**src/rtl/seq_timer_pkg.sv**
```systemverilog
// Package for the sequence timer controller.
// Holds the sequencing FSM state encoding, the trigger pattern, the
// detector state encoding and a width helper shared by the RTL.
package seq_timer_pkg;

    // Sequencing FSM states (2-bit, legacy-compatible constants)
    localparam logic [1:0] S_DETECT = 2'd0;
    localparam logic [1:0] S_SHIFT  = 2'd1;
    localparam logic [1:0] S_COUNT  = 2'd2;
    localparam logic [1:0] S_DONE   = 2'd3;

    // Trigger pattern, first-received bit in the MSB
    localparam logic [3:0] PATTERN = 4'b1101;

    // Detector states: how much of the pattern prefix has been seen
    localparam logic [1:0] D_NONE = 2'd0;
    localparam logic [1:0] D_1    = 2'd1;
    localparam logic [1:0] D_11   = 2'd2;
    localparam logic [1:0] D_110  = 2'd3;

    // Counter width able to hold 0..n-1, never narrower than one bit
    function automatic int width_min1(input int n);
        int w;
        w = $clog2(n);
        return (w < 1) ? 1 : w;
    endfunction

endpackage

```
**src/rtl/sequence_timer_controller_if.sv**
```systemverilog
// Bus between the serial source / downstream consumer and the controller.
//   data      : serial stream (pattern bits, then delay bits)
//   ack       : consumer acknowledge of done
//   shift_ena : delay bits are being captured
//   counting  : timer running
//   count     : remaining whole units while counting, else 0
//   done      : timer expired, held until ack
// master = stimulus/consumer side, slave = controller side.
interface sequence_timer_controller_if #(
    parameter int DELAY_BITS = 4
);
    logic                  data;
    logic                  ack;
    logic                  shift_ena;
    logic                  counting;
    logic [DELAY_BITS-1:0] count;
    logic                  done;

    modport master (
        output data, ack,
        input  shift_ena, counting, count, done
    );

    modport slave (
        input  data, ack,
        output shift_ena, counting, count, done
    );
endinterface

```
**src/rtl/sequence_timer_controller_detector.sv**
```systemverilog
// Mealy detector for the overlapping serial pattern 1101.
//   clk   : clock
//   reset : synchronous, active-low
//   clear : forces the history back to empty at the next edge and masks hit
//   data  : serial input bit
//   hit   : combinational, high in the cycle the final '1' is present
module pattern_detector_1101
    import seq_timer_pkg::*;
(
    input  logic clk,
    input  logic reset,
    input  logic clear,
    input  logic data,
    output logic hit
);

    logic [1:0] det_q;
    logic [1:0] det_d;

    always_comb begin
        det_d = D_NONE;
        if (!clear) begin
            case (det_q)
                D_NONE: det_d = (data == PATTERN[3]) ? D_1 : D_NONE;
                D_1:    det_d = (data == PATTERN[2]) ? D_11 : D_NONE;
                // A further '1' after "11" still leaves a valid "11" suffix
                D_11:   det_d = (data == PATTERN[1]) ? D_110 : D_11;
                // After a hit the trailing '1' is itself a valid prefix
                D_110:  det_d = (data == PATTERN[0]) ? D_1 : D_NONE;
                default: det_d = D_NONE;
            endcase
        end
    end

    assign hit = !clear && (det_q == D_110) && (data == PATTERN[0]);

    always_ff @(posedge clk) begin
        if (!reset) begin
            det_q <= D_NONE;
        end else begin
            det_q <= det_d;
        end
    end

endmodule

```
**src/rtl/sequence_timer_controller.sv**
```systemverilog
// Serial-triggered delay timer.
// Waits for 1101 on data, shifts in a DELAY_BITS delay MSB-first, counts
// (delay+1)*UNIT_CYCLES cycles, then holds done until ack.
//   clk   : clock, all state on posedge
//   reset : synchronous, active-low
//   bus   : slave side of sequence_timer_controller_if
//           (data/ack in; shift_ena/counting/count/done out)
// Outputs are decoded from registered state only.
module sequence_timer_controller
    import seq_timer_pkg::*;
#(
    parameter int DELAY_BITS  = 4,
    parameter int UNIT_CYCLES = 1000
) (
    input  logic                          clk,
    input  logic                          reset,
    sequence_timer_controller_if.slave    bus
);

    localparam int UW = width_min1(UNIT_CYCLES);
    localparam int BW = width_min1(DELAY_BITS);
    localparam logic [UW-1:0] UNIT_LAST = UW'(UNIT_CYCLES - 1);
    localparam logic [BW-1:0] BIT_LAST  = BW'(DELAY_BITS - 1);

    logic [1:0]            state_q, state_d;
    logic [DELAY_BITS-1:0] delay_q, delay_d;
    logic [UW-1:0]         unit_cnt_q, unit_cnt_d;
    logic [BW-1:0]         bit_cnt_q, bit_cnt_d;
    logic [DELAY_BITS-1:0] delay_shifted;
    logic                  hit;
    logic                  det_clear;

    // A one-bit delay has no older bits to keep
    generate
        if (DELAY_BITS == 1) begin : g_shift_one
            assign delay_shifted = bus.data;
        end else begin : g_shift_many
            assign delay_shifted = {delay_q[DELAY_BITS-2:0], bus.data};
        end
    endgenerate

    // Detector history only lives while searching; any other state wipes it,
    // so bits seen while busy or waiting for ack can never form a match.
    assign det_clear = (state_q != S_DETECT);

    pattern_detector_1101 u_detector (
        .clk   (clk),
        .reset (reset),
        .clear (det_clear),
        .data  (bus.data),
        .hit   (hit)
    );

    always_comb begin
        state_d    = state_q;
        delay_d    = delay_q;
        unit_cnt_d = unit_cnt_q;
        bit_cnt_d  = bit_cnt_q;
        case (state_q)
            S_DETECT: begin
                if (hit) begin
                    state_d    = S_SHIFT;
                    bit_cnt_d  = '0;
                    unit_cnt_d = '0;
                end
            end
            S_SHIFT: begin
                delay_d = delay_shifted;
                if (bit_cnt_q == BIT_LAST) begin
                    state_d    = S_COUNT;
                    unit_cnt_d = '0;
                end else begin
                    bit_cnt_d = bit_cnt_q + 1'b1;
                end
            end
            S_COUNT: begin
                if (unit_cnt_q == UNIT_LAST) begin
                    unit_cnt_d = '0;
                    // The zero unit is counted too, hence delay+1 units total
                    if (delay_q == '0) begin
                        state_d = S_DONE;
                    end else begin
                        delay_d = delay_q - 1'b1;
                    end
                end else begin
                    unit_cnt_d = unit_cnt_q + 1'b1;
                end
            end
            S_DONE: begin
                if (bus.ack) begin
                    state_d = S_DETECT;
                end
            end
            default: state_d = S_DETECT;
        endcase
    end

    always_ff @(posedge clk) begin
        if (!reset) begin
            state_q    <= S_DETECT;
            delay_q    <= '0;
            unit_cnt_q <= '0;
            bit_cnt_q  <= '0;
        end else begin
            state_q    <= state_d;
            delay_q    <= delay_d;
            unit_cnt_q <= unit_cnt_d;
            bit_cnt_q  <= bit_cnt_d;
        end
    end

    assign bus.shift_ena = (state_q == S_SHIFT);
    assign bus.counting  = (state_q == S_COUNT);
    assign bus.count     = (state_q == S_COUNT) ? delay_q : '0;
    assign bus.done      = (state_q == S_DONE);

endmodule

```
**src/flat_wrapper.sv**
```systemverilog
// flat-port wrapper written by rule: the top's interface ports become plain ports
module sequence_timer_controller_flat import seq_timer_pkg::*;
#(
    parameter int DELAY_BITS  = 4,
    parameter int UNIT_CYCLES = 1000
)
  (clk, reset, bus_data, bus_ack, bus_shift_ena, bus_counting, bus_count, bus_done);
  sequence_timer_controller_if #(.DELAY_BITS(DELAY_BITS)) bus_i ();
  input  logic clk;
  input  logic reset;
  input wire logic [$bits(bus_i.data)-1:0] bus_data;
  input wire logic [$bits(bus_i.ack)-1:0] bus_ack;
  output wire logic [$bits(bus_i.shift_ena)-1:0] bus_shift_ena;
  output wire logic [$bits(bus_i.counting)-1:0] bus_counting;
  output wire logic [$bits(bus_i.count)-1:0] bus_count;
  output wire logic [$bits(bus_i.done)-1:0] bus_done;
  assign bus_i.data = bus_data;
  assign bus_i.ack = bus_ack;
  assign bus_shift_ena = bus_i.shift_ena;
  assign bus_counting = bus_i.counting;
  assign bus_count = bus_i.count;
  assign bus_done = bus_i.done;
  sequence_timer_controller #(.DELAY_BITS(DELAY_BITS), .UNIT_CYCLES(UNIT_CYCLES)) u_core (.clk(clk), .reset(reset), .bus(bus_i));
endmodule
```
**config.mk**
```make
export PLATFORM = sky130hd
export DESIGN_NAME = sequence_timer_controller_flat
export DESIGN_NICKNAME = d
export VERILOG_FILES = /design/src/rtl/seq_timer_pkg.sv /design/src/rtl/sequence_timer_controller_if.sv /design/src/rtl/sequence_timer_controller_detector.sv /design/src/rtl/sequence_timer_controller.sv /design/src/flat_wrapper.sv
export SDC_FILE = /design/constraint.sdc
export NUM_CORES = 1
export LEC_CHECK = 0
export ABC_CLOCK_PERIOD_IN_PS = 6700
export BUFFER_PORTS_ARGS = -buffer_cell sky130_fd_sc_hd__buf_4
export CELL_PAD_IN_SITES_DETAIL_PLACEMENT = 0
export CELL_PAD_IN_SITES_GLOBAL_PLACEMENT = 1
export CORE_MARGIN = 10
export CORE_UTILIZATION = 45
export CTS_BUF_LIST = sky130_fd_sc_hd__clkbuf_8
export DETAILED_ROUTE_END_ITERATION = 12
export PLACE_DENSITY = 0.76
export SETUP_SLACK_MARGIN = 0.5
export SKIP_CTS_REPAIR_TIMING = 1
export SYNTH_ARGS = -nofsm -noshare
export SYNTH_HDL_FRONTEND = slang
export SYNTH_SLANG_ARGS = --single-unit
```
**constraint.sdc**
```tcl
create_clock -name clk -period 6.7 [get_ports clk]
set_input_delay 0 -clock clk [delete_from_list [all_inputs] [get_ports clk]]
set_output_delay 0 -clock clk [all_outputs]
set_load 0.02 [all_outputs]
```
* Word-level counts from Yosys, hierarchy flattened
Index checks and enable logic that the tools add are counted.
** Storage, ports and cells
- Register bits :: 20
- Input port bits :: 4
- Output and inout bits :: 7
- Logic and storage cells :: 61
** Cells by class
- Add/subtract/negate cells :: 3
- Equal/unequal tests :: 15
- Mux-type cells :: 21
- Bitwise logic cells :: 1
- Reductions and logical operators :: 16
** Operators with widths (count)
- two-way mux 10 bit :: 3
- case mux 10 bit (3 select lines) :: 1
- two-way mux 2 bit :: 8
- two-way mux 4 bit :: 3
- adder 10 x 1 -> 10 bit, second input constant :: 1
- equality test 10 bit, second input constant :: 1
- equality test 2 bit, second input constant :: 5
- AND reduction 3 bit :: 3
- != test 2 x 1 -> 1 bit, second input constant :: 4
- case mux 2 bit (4 select lines) :: 1
- case mux 4 bit (2 select lines) :: 1
- != test 2 bit, second input constant :: 3
- case mux 2 bit (3 select lines) :: 1
- nonzero test 2 bit :: 3
- AND reduction 5 bit :: 1
- equality test 2 x 1 -> 1 bit, second input constant :: 2
- logical NOT 2 bit :: 2
- logical NOT 4 bit :: 1
- case mux 2 bit (2 select lines) :: 1
- OR reduction 2 bit :: 2
- subtractor 4 x 1 -> 4 bit, second input constant :: 1
- nonzero test 3 bit :: 1
- adder 2 x 1 -> 2 bit, second input constant :: 1
- logical AND 1 bit :: 2
- other kinds (3) :: 4

* Depth between registers and ports, before layout
Gate-level depths: netlist (run 1).
- Depth in word-level cells :: 6
- Mapped depth :: 7
- Mapped depth without buffers :: 6

* Modules after synthesis
Synthesis (run 1) repeated with hierarchy kept, for this count alone.
** Second synthesis, totals
- Cells, all modules :: 153
- Area, all modules :: 1286.2 um2
** Modules (own cells, without submodules)
- sequence_timer_controller :: instances 1, cells an instance 139, area an instance 1159.9 um2, sequential area each 360.3 um2
- pattern_detector_1101 :: instances 1, cells an instance 14, area an instance 126.4 um2, sequential area each 40.0 um2

* Worst setup path before layout (run 1)
No wires, ideal clock.
- Path type :: flip-flop to flip-flop
- From :: register u_core.state_q[1]
- To :: register u_core.unit_cnt_q[7]
- Setup time :: 72 ps
- Data arrival time :: 2126 ps
- Required time :: 6628 ps
- Setup slack :: 4503 ps
- Cell stages (with the launch flop) :: 8
- Path buffers :: 1
- Period minus slack after synthesis :: 2197 ps
- Cell sequence :: dfxtp_1 inv_1 ha_1 nor2b_1 or4_1 clkbuf_2 or4_1 a21oi_1
** On the way
- Elaborated cells on any way between the ends :: 12
- Classes of those cells :: 4 x eq/ne; 1 x mux; 7 x reduce/logical
** RTL lines
- start: declaration :: RTL line sequence_timer_controller.sv:25 : logic [1:0] state_q, state_d;
- start signal: assignment :: RTL line sequence_timer_controller.sv:105 : state_q <= state_d;
- equality test 2 x 1 -> 1 bit *
- named net bus_shift_ena :: RTL line flat_wrapper.sv:13 : output wire logic [$bits(bus_i.shift_ena)-1:0] bus_shift_ena;
- != test 2 x 1 -> 1 bit (no source line) or nonzero test 3 bit (tied branches)
- AND reduction 3 bit (no source line)
- end signal: assignment :: RTL line sequence_timer_controller.sv:107 : unit_cnt_q <= unit_cnt_d;
- end: declaration :: RTL line sequence_timer_controller.sv:27 : logic [UW-1:0] unit_cnt_q, unit_cnt_d;
The timed path passes the listed nets; every way through them passes the cells marked *.
A chain may end at the register's enable or synchronous reset.

* Worst setup path in the final report (run 1)
- From :: register u_core.state_q[0]
- To :: register u_core.unit_cnt_q[9]
** On the way
- Cells in the longest elaborated chain, start to end :: 6
- Elaborated cells on any way between the ends :: 12
- Classes of those cells :: 4 x eq/ne; 1 x mux; 7 x reduce/logical
** Ends and longest elaborated chain
- nonzero test 2 bit :: RTL line sequence_timer_controller.sv:44 : assign det_clear = (state_q != S_DETECT);
- logical NOT 1 bit
- logical AND 1 bit (2 in a row) :: RTL line sequence_timer_controller_detector.sv:35 : assign hit = !clear && (det_q == D_110) && (data == PATTERN[0]);
- != test 2 x 1 -> 1 bit (no source line)
- AND reduction 3 bit (no source line)
Parallel ways exist; a longest one is shown, timed or not.

==> reports/qor.yml, run 1 <==
status: "complete, no violations"
ys_ff_latch: 20
clk_path_buf_depth: 2
hold_viol: 0
fin_crit_sh_pct: 34.8
dp_slack_ns: 4.40
ctsHtreeMaxLevel: 1
first_pass_iters: 4
nFillCells: 268
grt-ovfl-total: 0
wl_um: 2540
hp-class: "in2reg"
crit_arrival_ns: 2.53
cts_tree: "built"
ant_nets: 0
hold_ws_ns: 0.0405
ys_top_cells_by_count: "dfxtp_1, ha_1, inv_1"
io_pins: 11
multi_input_area_um2: 796
clock_sink_count: 20
synthesis.area_mm2: 0.00125
wl_per_cell_um: 13.7
synth_most_common_cell: "dfxtp_1"
end_kind: "register"
leakage_nw: 0.525
syn_inst: 144
vdd_drop_max_v: 0.000238
die-area_mm2: 0.00529
clock_skew_ns: 0.00410
synth_top_area_cell: "dfxtp_1"
worstSetupPathType: "reg2reg"
grt_pass1_vias: 978
cts_buffers: 3
clockRootBuffer: "clkbuf_8"
synthesis.nets: 160
areaGrowthSynthToFinish_pct: 13.8
worst_pin_slew_ns: 0.916
grt-busiest-layer: "met2"
grt_use_met3_pct: 2.99
syn_area_per_cell_um2: 8.68
final_net_count: 172
grt_pass1_wl_um: 4450
ys.flop_type: "dfxtp_1"
final.setup.tns_ns: 0
yosys_warnings: 0
synth_cell_types: 41
first_iter_violations: 37
track_usage_pct: 9.96
clkTransAtPathRegs_ns: 0.08
grt_max_degree: 15
path_max_fanout: 8
worst-r2r-cell-count: 6
core-area_mm2: 0.00271
required_ns: 6.90
maxCapViolations: 0
place.gp.congestion: 0.745
synth-edff-count: 0
viasPerCell: 5.69
drc: 0
pwr_density_cell_mw_per_mm2: 298
rows: 19
start_util_pct: 46.1
yosysSeqAreaShare_pct: 32.0
setup_slack_ns: 4.37
fin_crit_ns: 2.33
rsz0062_at_grt: "no"
netlist.area_leader.share_pct: 32.0
die_w_um: 72.7
antenna_found_initial: 0
start_kind: "register"
met2_usage_pct: 16.1
drv_slew: 0
drive_above_1_share_pct: 13.5
slew_headroom_pct: 38.3
clk_latency_ns: 0.26
numPortBuffers: 10
die_h_um: 72.7
num_vias: 1059
synthArstFlopShare_pct: 0
holdPathStages: 3
setup_viol: 0
seq_area_um2: 400
use_met1_pct: 12.5
synth_top_cells_by_area: "dfxtp_1, ha_1, mux2i_1, inv_1, nand3_1"
fmax_ghz: 0.429
hpwlAfterDp_um: 1990
antenna-diode-count: 0
==> logic make-up after synthesis <==
kind of cell	count (synthesis)	synth area share, %
compound gates	30	17.3
xor+xnor	4	2.80
fa+ha+maj	12	12.0
buf+inv	14	4.30
flops	20	32.0
mux	7	5.71
simple gates	57	25.8
==> layer usage <==
layer / vias to the layer above / routed length [µm]
met5: - / 0
met4: 0 / 19
met3: 4 / 72
met2: 13 / 1180
met1: 495 / 1270
li1: 547 / -
==> worst max-delay path, cell delays in order (launching register included) <==
cell and delay (ns):
dfxtp_1 0.40, inv_1 0.11, ha_1 0.24, a21boi_2 0.20, or4_1 0.64, or4_1 0.52, a21oi_1 0.15
==> layout by cell type, fill, tap and decap left out, types with 3 or more instances in the layout <==
cell type / n
nor2_1: 10
xnor2_1: 4
o21ai_0: 6
nand2_1: 7
dfxtp_1: 20
a21oi_1: 7
buf_4: 10
or4_1: 3
inv_1: 11
nand2b_1: 4
nor2b_1: 3
and2_1: 4
clkbuf_8: 3
ha_1: 12
mux2i_1: 6
nand3_1: 8
nand4_1: 4
==> power by group <==
group          total, W  leakage, nW  switching (W)  internal, W
clock          0.000123       0.0357      0.0000429    0.0000798
sequential     0.000149        0.162      0.0000160     0.000133
combinational  0.000153        0.328      0.0000867    0.0000658
==> through the flow <==
step	utilization (%)	area (µm²)	total power [W]	instances
CTS	52.5	1420	0.000428	186
finish	52.5	1420	0.000424	186
detailed placement	49.9	1350	0.000304	182
global placement	49.9	1350	0.000302	182
floorplan	-	1250	0.000270	144
global route	52.5	1420	0.000454	186
==> registers in the layout (all words and copies together), names as in the netlist <==
register and cells:
u_core.u_detector.det_q 2, u_core.unit_cnt_q 10, u_core.delay_q 4, u_core.state_q 2
u_core.bit_cnt_q 2
==> area by class of cell <==
type | instances | share of cell area (%)
Multi-Input combinational cell | 110 | 55.9
Timing Repair Buffer | 10 | 5.28
Tap cell | 31 | 2.73
Clock inverter | 1 | 2.11
Inverter | 11 | 2.90
Sequential cell | 20 | 28.1
Clock buffer | 3 | 2.90
==> final timing paths <==
path / to / slack (ns) / startpoint
setup / recovery: u_core.unit_cnt_q[9] / 4.37 / u_core.state_q[0]
hold / removal: u_core.u_detector.det_q[0] / 0.04 / bus_data
setup reg to reg: u_core.unit_cnt_q[9] / 4.37 / u_core.state_q[0]
hold reg to reg: u_core.unit_cnt_q[9] / 0.49 / u_core.unit_cnt_q[9]
Power figures use the tool's default switching activity.
==> inputs of run 2 (changes only) <==
--- a/config.mk
+++ b/config.mk
@@ -5,7 +5,7 @@
 export SDC_FILE = /design/constraint.sdc
 export NUM_CORES = 1
 export LEC_CHECK = 0
-export ABC_CLOCK_PERIOD_IN_PS = 6700
+export ABC_CLOCK_PERIOD_IN_PS = 2400
 export BUFFER_PORTS_ARGS = -buffer_cell sky130_fd_sc_hd__buf_4
 export CELL_PAD_IN_SITES_DETAIL_PLACEMENT = 0
 export CELL_PAD_IN_SITES_GLOBAL_PLACEMENT = 1
==> constraint.sdc (replaced) <==
create_clock -name clk -period 2.4 [get_ports clk]
set_input_delay 0 -clock clk [delete_from_list [all_inputs] [get_ports clk]]
set_output_delay 0 -clock clk [all_outputs]
set_load 0.02 [all_outputs]
==> run 2 against run 1 <==
Compared with the run above: combinational power rose to 3.9 times the previous value; die area unchanged; cell area up 14%; worst setup slack worse by 3.9 ns; critical path depth unchanged; maximum frequency up 20%; largest power group unchanged; highest routed layer unchanged.
==> reports/qor.yml, run 2 (same netlist as run 1, synthesis figures left out) <==
final_common_cell: "buf_4"  # was dfxtp_1
required_ns: 2.60  # was 6.90 ns
num_vias: 1121  # was 1,059
grt_pass1_wl_um: 4550  # was 4450 µm
regMostFlops: "u_core.unit_cnt_q"  # unchanged
worst_pin_slew_ns: 0.580  # was 0.916 ns
core-area_mm2: 0.00271  # unchanged
wl_per_cell_um: 14.3  # was 13.7 µm
track_usage_pct: 10.5  # was 9.96%
die_h_um: 72.7  # unchanged
fmax_ghz: 0.516  # was 0.429 GHz
worstSetupPathType: "reg2reg"  # unchanged
post_dp_cell_area_mm2: 0.00142  # was 0.00135 mm²
status: "complete, no violations"  # unchanged
cts_tree: "built"  # unchanged
leakage_nw: 0.607  # was 0.525 nW
path_max_fanout: 7  # was 8
end_kind: "register"  # unchanged
grt_max_degree: 14  # was 15
fin_crit_ns: 1.94  # was 2.33 ns
p_clk_share_pct: 24.9  # was 28.9%
cts_buffers: 3  # unchanged
ant_nets: 0  # unchanged
start_util_pct: 46.1  # unchanged
clock_sink_count: 20  # unchanged
dp_slack_ns: 0.314  # was 4.40 ns
place.gp.congestion: 0.815  # was 0.745
hpwlAfterDp_um: 2060  # was 1990 µm
final.setup.tns_ns: 0  # unchanged
drive_above_1_share_pct: 32.9  # was 13.5%
p_sw_share_pct: 33.5  # was 34.3%
fin_crit_sh_pct: 80.7  # was 34.8%
rrSetupSlack_ns: 0.46  # was 4.37 ns
hold_viol: 0  # unchanged
grt-ovfl-total: 0  # unchanged
first_iter_violations: 59  # was 37
slew_headroom_pct: 61.0  # was 38.3%
first_pass_iters: 4  # unchanged
final_core_util_pct: 59.9  # was 52.5%
hp-class: "in2reg"  # unchanged
clockRootBuffer: "clkbuf_8"  # unchanged
io_pins: 11  # unchanged
vdd_drop_max_v: 0.000547  # was 0.000238 V
drv_slew: 0  # unchanged
power_frac_seq_pct: 31.9  # was 35.1%
numPortBuffers: 10  # unchanged
rsz0062_at_grt: "yes"  # was no
grt_pass1_vias: 1021  # was 978
setup_viol: 0  # unchanged
areaGrowthSynthToFinish_pct: 29.9  # was 13.8%
ctsHtreeMaxLevel: 1  # unchanged
rows: 19  # unchanged
wl_um: 2830  # was 2540 µm
layout_common_cells: "buf_4, dfxtp_1, nor2_1"  # was dfxtp_1, ha_1, inv_1
final_net_count: 184  # was 172
power_frac_comb_pct: 43.2  # was 36.0%
drc: 0  # unchanged
clkTransAtPathRegs_ns: 0.08  # about the same
viasPerCell: 5.66  # was 5.69
top_regs: "u_core.unit_cnt_q (10), u_core.delay_q (4)"  # unchanged
antenna-diode-count: 0  # unchanged
start_kind: "register"  # unchanged
largest_register_ff_count: 10  # unchanged
nFillCells: 246  # was 268
clock_skew_ns: 0.00910  # was 0.00410 ns
maxCapViolations: 0  # unchanged
setup_slack_ns: 0.463  # was 4.37 ns
pwr_density_cell_mw_per_mm2: 841  # was 298 mW/mm²
antenna_found_initial: 0  # unchanged
netSwitchingPower_w: 0.000458  # was 0.000146 W
postLayoutCellArea_mm2: 0.00162  # was 0.00142 mm²
die-area_mm2: 0.00529  # unchanged
crit_arrival_ns: 2.14  # was 2.53 ns
p_int_w: 0.000908  # was 0.000279 W
clk_latency_ns: 0.26  # about the same
die_w_um: 72.7  # unchanged
clk_path_buf_depth: 2  # unchanged
## run 2: changes by cell type in the layout (fill, tap and decap cells not counted), moves of 3 or more
cell and change:
ha_2 +3, or4_4 +3, or4_1 -3, dfxtp_2 +4, buf_4 +12, ha_1 -5, dfxtp_1 -6
## run 2: per-layer routing
| layer | wire length [µm] | track usage, % |
|---|---|---|
| met1 | 1350 | 13.4 |
| met2 | 1420 | 16.8 |
| met3 | 48 | 2.04 |
| met4 | 14 | 4.01 |
| met5 | 0 | 0 |
## run 2: cell type report
type | count | area (µm²) | area share [%]
inverter | 11 | 46.3 | 2.85
timing repair buffer | 22 | 165 | 10.2
sequential | 20 | 413 | 25.4
clock buffer | 3 | 41.3 | 2.54
clock inverter | 1 | 30.0 | 1.85
tap | 31 | 38.8 | 2.39
multi-input combinational | 110 | 890 | 54.8
## run 2: path summary, 6_finish.rpt
kind                                              to               from  depth (start not counted)
worst min-delay path               u_core.state_q[0]              reset                          2
worst max-delay path            u_core.unit_cnt_q[9]  u_core.state_q[1]                          6
worst max register to register  u_core.unit_cnt_q[9]  u_core.state_q[1]                          6
worst min register to register     u_core.delay_q[1]  u_core.delay_q[1]                          2
## run 2: critical path, stage by stage, from the launching register on
cell	delay, ns
dfxtp_4	0.38
inv_4	0.05
ha_4	0.16
nor2b_4	0.13
or4_4	0.53
or4_4	0.50
a21oi_2	0.13
## run 2: power groups by stage
stage | clock network [W] | logic, W | registers [W]
2_1_floorplan | 0 | 0.000395 | 0.000426
3_3_place_gp | 0 | 0.000484 | 0.000435
3_5_place_dp | 0 | 0.000494 | 0.000439
4_1_cts | 0.000345 | 0.000496 | 0.000431
5_1_grt | 0.000361 | 0.000663 | 0.000442
6_report | 0.000340 | 0.000590 | 0.000435
## run 2: per-stage QoR
stage / hold slack [ns] / instances / power [W]
2_1_floorplan: 0.146 / 144 / 0.000821
3_3_place_gp: 0.319 / 184 / 0.000919
3_5_place_dp: 0.327 / 184 / 0.000934
4_1_cts: 0.0516 / 188 / 0.00127
5_1_grt: 0.0749 / 198 / 0.00147
6_report: 0.0595 / 198 / 0.00137
==> inputs of run 3 (changes only) <==
--- a/config.mk
+++ b/config.mk
@@ -5,15 +5,15 @@
 export SDC_FILE = /design/constraint.sdc
 export NUM_CORES = 1
 export LEC_CHECK = 0
-export ABC_CLOCK_PERIOD_IN_PS = 2400
+export ABC_CLOCK_PERIOD_IN_PS = 1700
 export BUFFER_PORTS_ARGS = -buffer_cell sky130_fd_sc_hd__buf_4
 export CELL_PAD_IN_SITES_DETAIL_PLACEMENT = 0
 export CELL_PAD_IN_SITES_GLOBAL_PLACEMENT = 1
 export CORE_MARGIN = 10
-export CORE_UTILIZATION = 45
+export CORE_UTILIZATION = 42
 export CTS_BUF_LIST = sky130_fd_sc_hd__clkbuf_8
 export DETAILED_ROUTE_END_ITERATION = 12
-export PLACE_DENSITY = 0.76
+export PLACE_DENSITY = 0.74
 export SETUP_SLACK_MARGIN = 0.5
 export SKIP_CTS_REPAIR_TIMING = 1
 export SYNTH_ARGS = -nofsm -noshare
==> constraint.sdc (replaced) <==
create_clock -name clk -period 1.7 [get_ports clk]
set_input_delay 0 -clock clk [delete_from_list [all_inputs] [get_ports clk]]
set_output_delay 0 -clock clk [all_outputs]
set_load 0.02 [all_outputs]
==> run 3 against run 2 <==
Compared with the run above: the flow now finishes with violations (negative setup slack); sequential power up 43%; clock skew down 0.0068 ns; sequential share of layout area down 3.0 points; maximum frequency up 3.4%; critical endpoint unchanged; highest routed layer unchanged.
==> reports/qor.yml, run 3 (same netlist as run 1, synthesis figures left out) <==
cts_tree: "built"  # unchanged
first_pass_iters: 6  # was 4
clock_skew_ns: 0.00226  # was 0.00910 ns
fin_crit_ns: 1.87  # was 1.94 ns
end_kind: "register"  # unchanged
clk_path_buf_depth: 2  # unchanged
slew_headroom_pct: 74.8  # was 61.0%
wl_per_cell_um: 15.2  # was 14.3 µm
drv_slew: 0  # unchanged
rsz0062_at_grt: "yes"  # unchanged
fin_crit_sh_pct: 110  # was 80.7%
regMostFlops: "u_core.unit_cnt_q"  # unchanged
clock_sink_count: 20  # unchanged
crit_arrival_ns: 2.06  # was 2.14 ns
pwr_density_cell_mw_per_mm2: 1120  # was 841 mW/mm²
die_h_um: 74.6  # was 72.7 µm
hold_viol: 0  # unchanged
track_usage_pct: 11.4  # was 10.5%
grt_pass1_wl_um: 5050  # was 4550 µm
clkTransAtPathRegs_ns: 0.08  # about the same
clk_latency_ns: 0.26  # about the same
rows: 19  # unchanged
core-area_mm2: 0.00281  # was 0.00271 mm²
hpwlAfterDp_um: 2380  # was 2060 µm
largest_register_ff_count: 10  # unchanged
hp-class: "in2reg"  # unchanged
layout_common_cells: "buf_4, dfxtp_1, buf_6"  # was buf_4, dfxtp_1, nor2_1
fin_cells: 212  # was 198
p_int_w: 0.00131  # was 0.000908 W
clockRootBuffer: "clkbuf_8"  # unchanged
maxCapViolations: 0  # unchanged
place.gp.congestion: 0.794  # was 0.815
drc: 0  # unchanged
viasPerCell: 5.64  # was 5.66
die-area_mm2: 0.00556  # was 0.00529 mm²
final_net_count: 198  # was 184
antenna-diode-count: 0  # unchanged
leakage_nw: 0.724  # was 0.607 nW
areaGrowthSynthToFinish_pct: 48.2  # was 29.9%
io_pins: 11  # unchanged
antenna_found_initial: 0  # unchanged
p_sw_share_pct: 36.9  # was 33.5%
die_w_um: 74.6  # was 72.7 µm
drive_above_1_share_pct: 43.6  # was 32.9%
numPortBuffers: 10  # unchanged
violations: "negative setup slack"
power_frac_comb_pct: 52.4  # was 43.2%
setup_viol: 4  # was 0
top_regs: "u_core.unit_cnt_q (10), u_core.delay_q (4)"  # unchanged
start_kind: "register"  # unchanged
cp_cell_sequence: "inv_4, ha_4, nor2b_4, or4_4, or4_1, a21oi_1"  # was inv_4, ha_4, nor2b_4, or4_4, or4_4, a21oi_2
ctsHtreeMaxLevel: 1  # unchanged
first_iter_violations: 73  # was 59
fmax_ghz: 0.534  # was 0.516 GHz
path_max_fanout: 4  # was 7
grt-ovfl-total: 0  # unchanged
final_common_cell: "buf_4"  # unchanged
grt_pass1_vias: 1092  # was 1,021
critPathMaxStageDelay_ns: 0.50  # was 0.53 ns
ant_nets: 0  # unchanged
worstSetupPathType: "reg2reg"  # unchanged
nFillCells: 244  # was 246
status: "finished, violations left"  # was complete, no violations
vdd_drop_max_v: 0.000875  # was 0.000547 V
required_ns: 1.89  # was 2.60 ns
worst_pin_slew_ns: 0.376  # was 0.580 ns
power_frac_seq_pct: 30.0  # was 31.9%
setup_slack_ns: -0.174  # was 0.463 ns
p_clk_share_pct: 17.6  # was 24.9%
num_vias: 1195  # was 1,121
crit_slowest_cell: "or4_4"  # unchanged
netSwitchingPower_w: 0.000764  # was 0.000458 W
grt_max_degree: 14  # unchanged
final_core_util_pct: 66.1  # was 59.9%
cts_buffers: 3  # unchanged
start_util_pct: 44.6  # was 46.1%
dp_cells: 205  # was 184
wl_um: 3220  # was 2830 µm
==> run 3: cell count changes in the layout (fill, tap and decap cells not counted), moves of 3 or more <==
cell	change
ha_2	-3
and2_4	+3
ha_4	+3
buf_4	+4
inv_1	-3
buf_6	+10
and2_1	-3
==> run 3: area by class of cell <==
type / count / area [µm²] / share of cell area, %
multi-input cells: 110 / 985 / 53.1
flip-flops and latches: 20 / 415 / 22.4
repair buffers: 36 / 308 / 16.6
clock buffers: 4 / 55.1 / 2.97
inverters: 11 / 51.3 / 2.77
well taps: 31 / 38.8 / 2.09
==> run 3: through the flow <==
step	area [µm²]	hold slack, ns	power (W)	worst slack [ns]	TNS [ns]
2_1_floorplan	1370	0.140	0.00122	-0.280	-0.791
3_3_place_gp	1640	0.317	0.00149	-0.209	-0.781
3_5_place_dp	1640	0.324	0.00152	-0.253	-0.986
4_1_cts	1690	0.0537	0.00189	-0.269	-1.06
5_1_grt	1850	0.0613	0.00221	-0.239	-1.18
6_report	1850	0.0643	0.00207	-0.174	-0.607
==> run 3: worst max-delay path, delay by kind of cell, from the launching register on <==
kind,cells,cell delay (ns)
buffers and inverters,1,0.05
adder cells (fa/ha/maj),1,0.15
AO/OA/AOI/OAI,1,0.13
AND/OR/NAND/NOR,3,1.11
flip-flops,1,0.37
==> run 3: path summary, 6_finish.rpt <==
path / startpoint / endpoint / slack [ns] / depth (start not counted)
max: u_core.state_q[1] / u_core.unit_cnt_q[9] / -0.17 / 6
min: reset / u_core.state_q[0] / 0.06 / 2
max reg2reg: u_core.state_q[1] / u_core.unit_cnt_q[9] / -0.17 / 6
min reg2reg: u_core.delay_q[1] / u_core.delay_q[1] / 0.48 / 2
==> run 3: metal layers <==
| metal | track usage, % | vias to the layer above | share of wire, % |
|---|---|---|---|
| met5 | 0 | - | 0 |
| met4 | 3.36 | 0 | 1.3 |
| met3 | 3.59 | 4 | 3.4 |
| met2 | 18.6 | 18 | 53 |
| met1 | 14.0 | 573 | 42 |
| li1 | - | 600 | - |
==> run 3: power groups by stage <==
stage               combinational [W]  sequential (W)  clock (W)
floorplan                    0.000601        0.000617          0
global placement             0.000868        0.000619          0
detailed placement           0.000894        0.000627          0
CTS                          0.000899        0.000615   0.000376
global route                  0.00118        0.000633   0.000399
finish                        0.00108        0.000622   0.000365
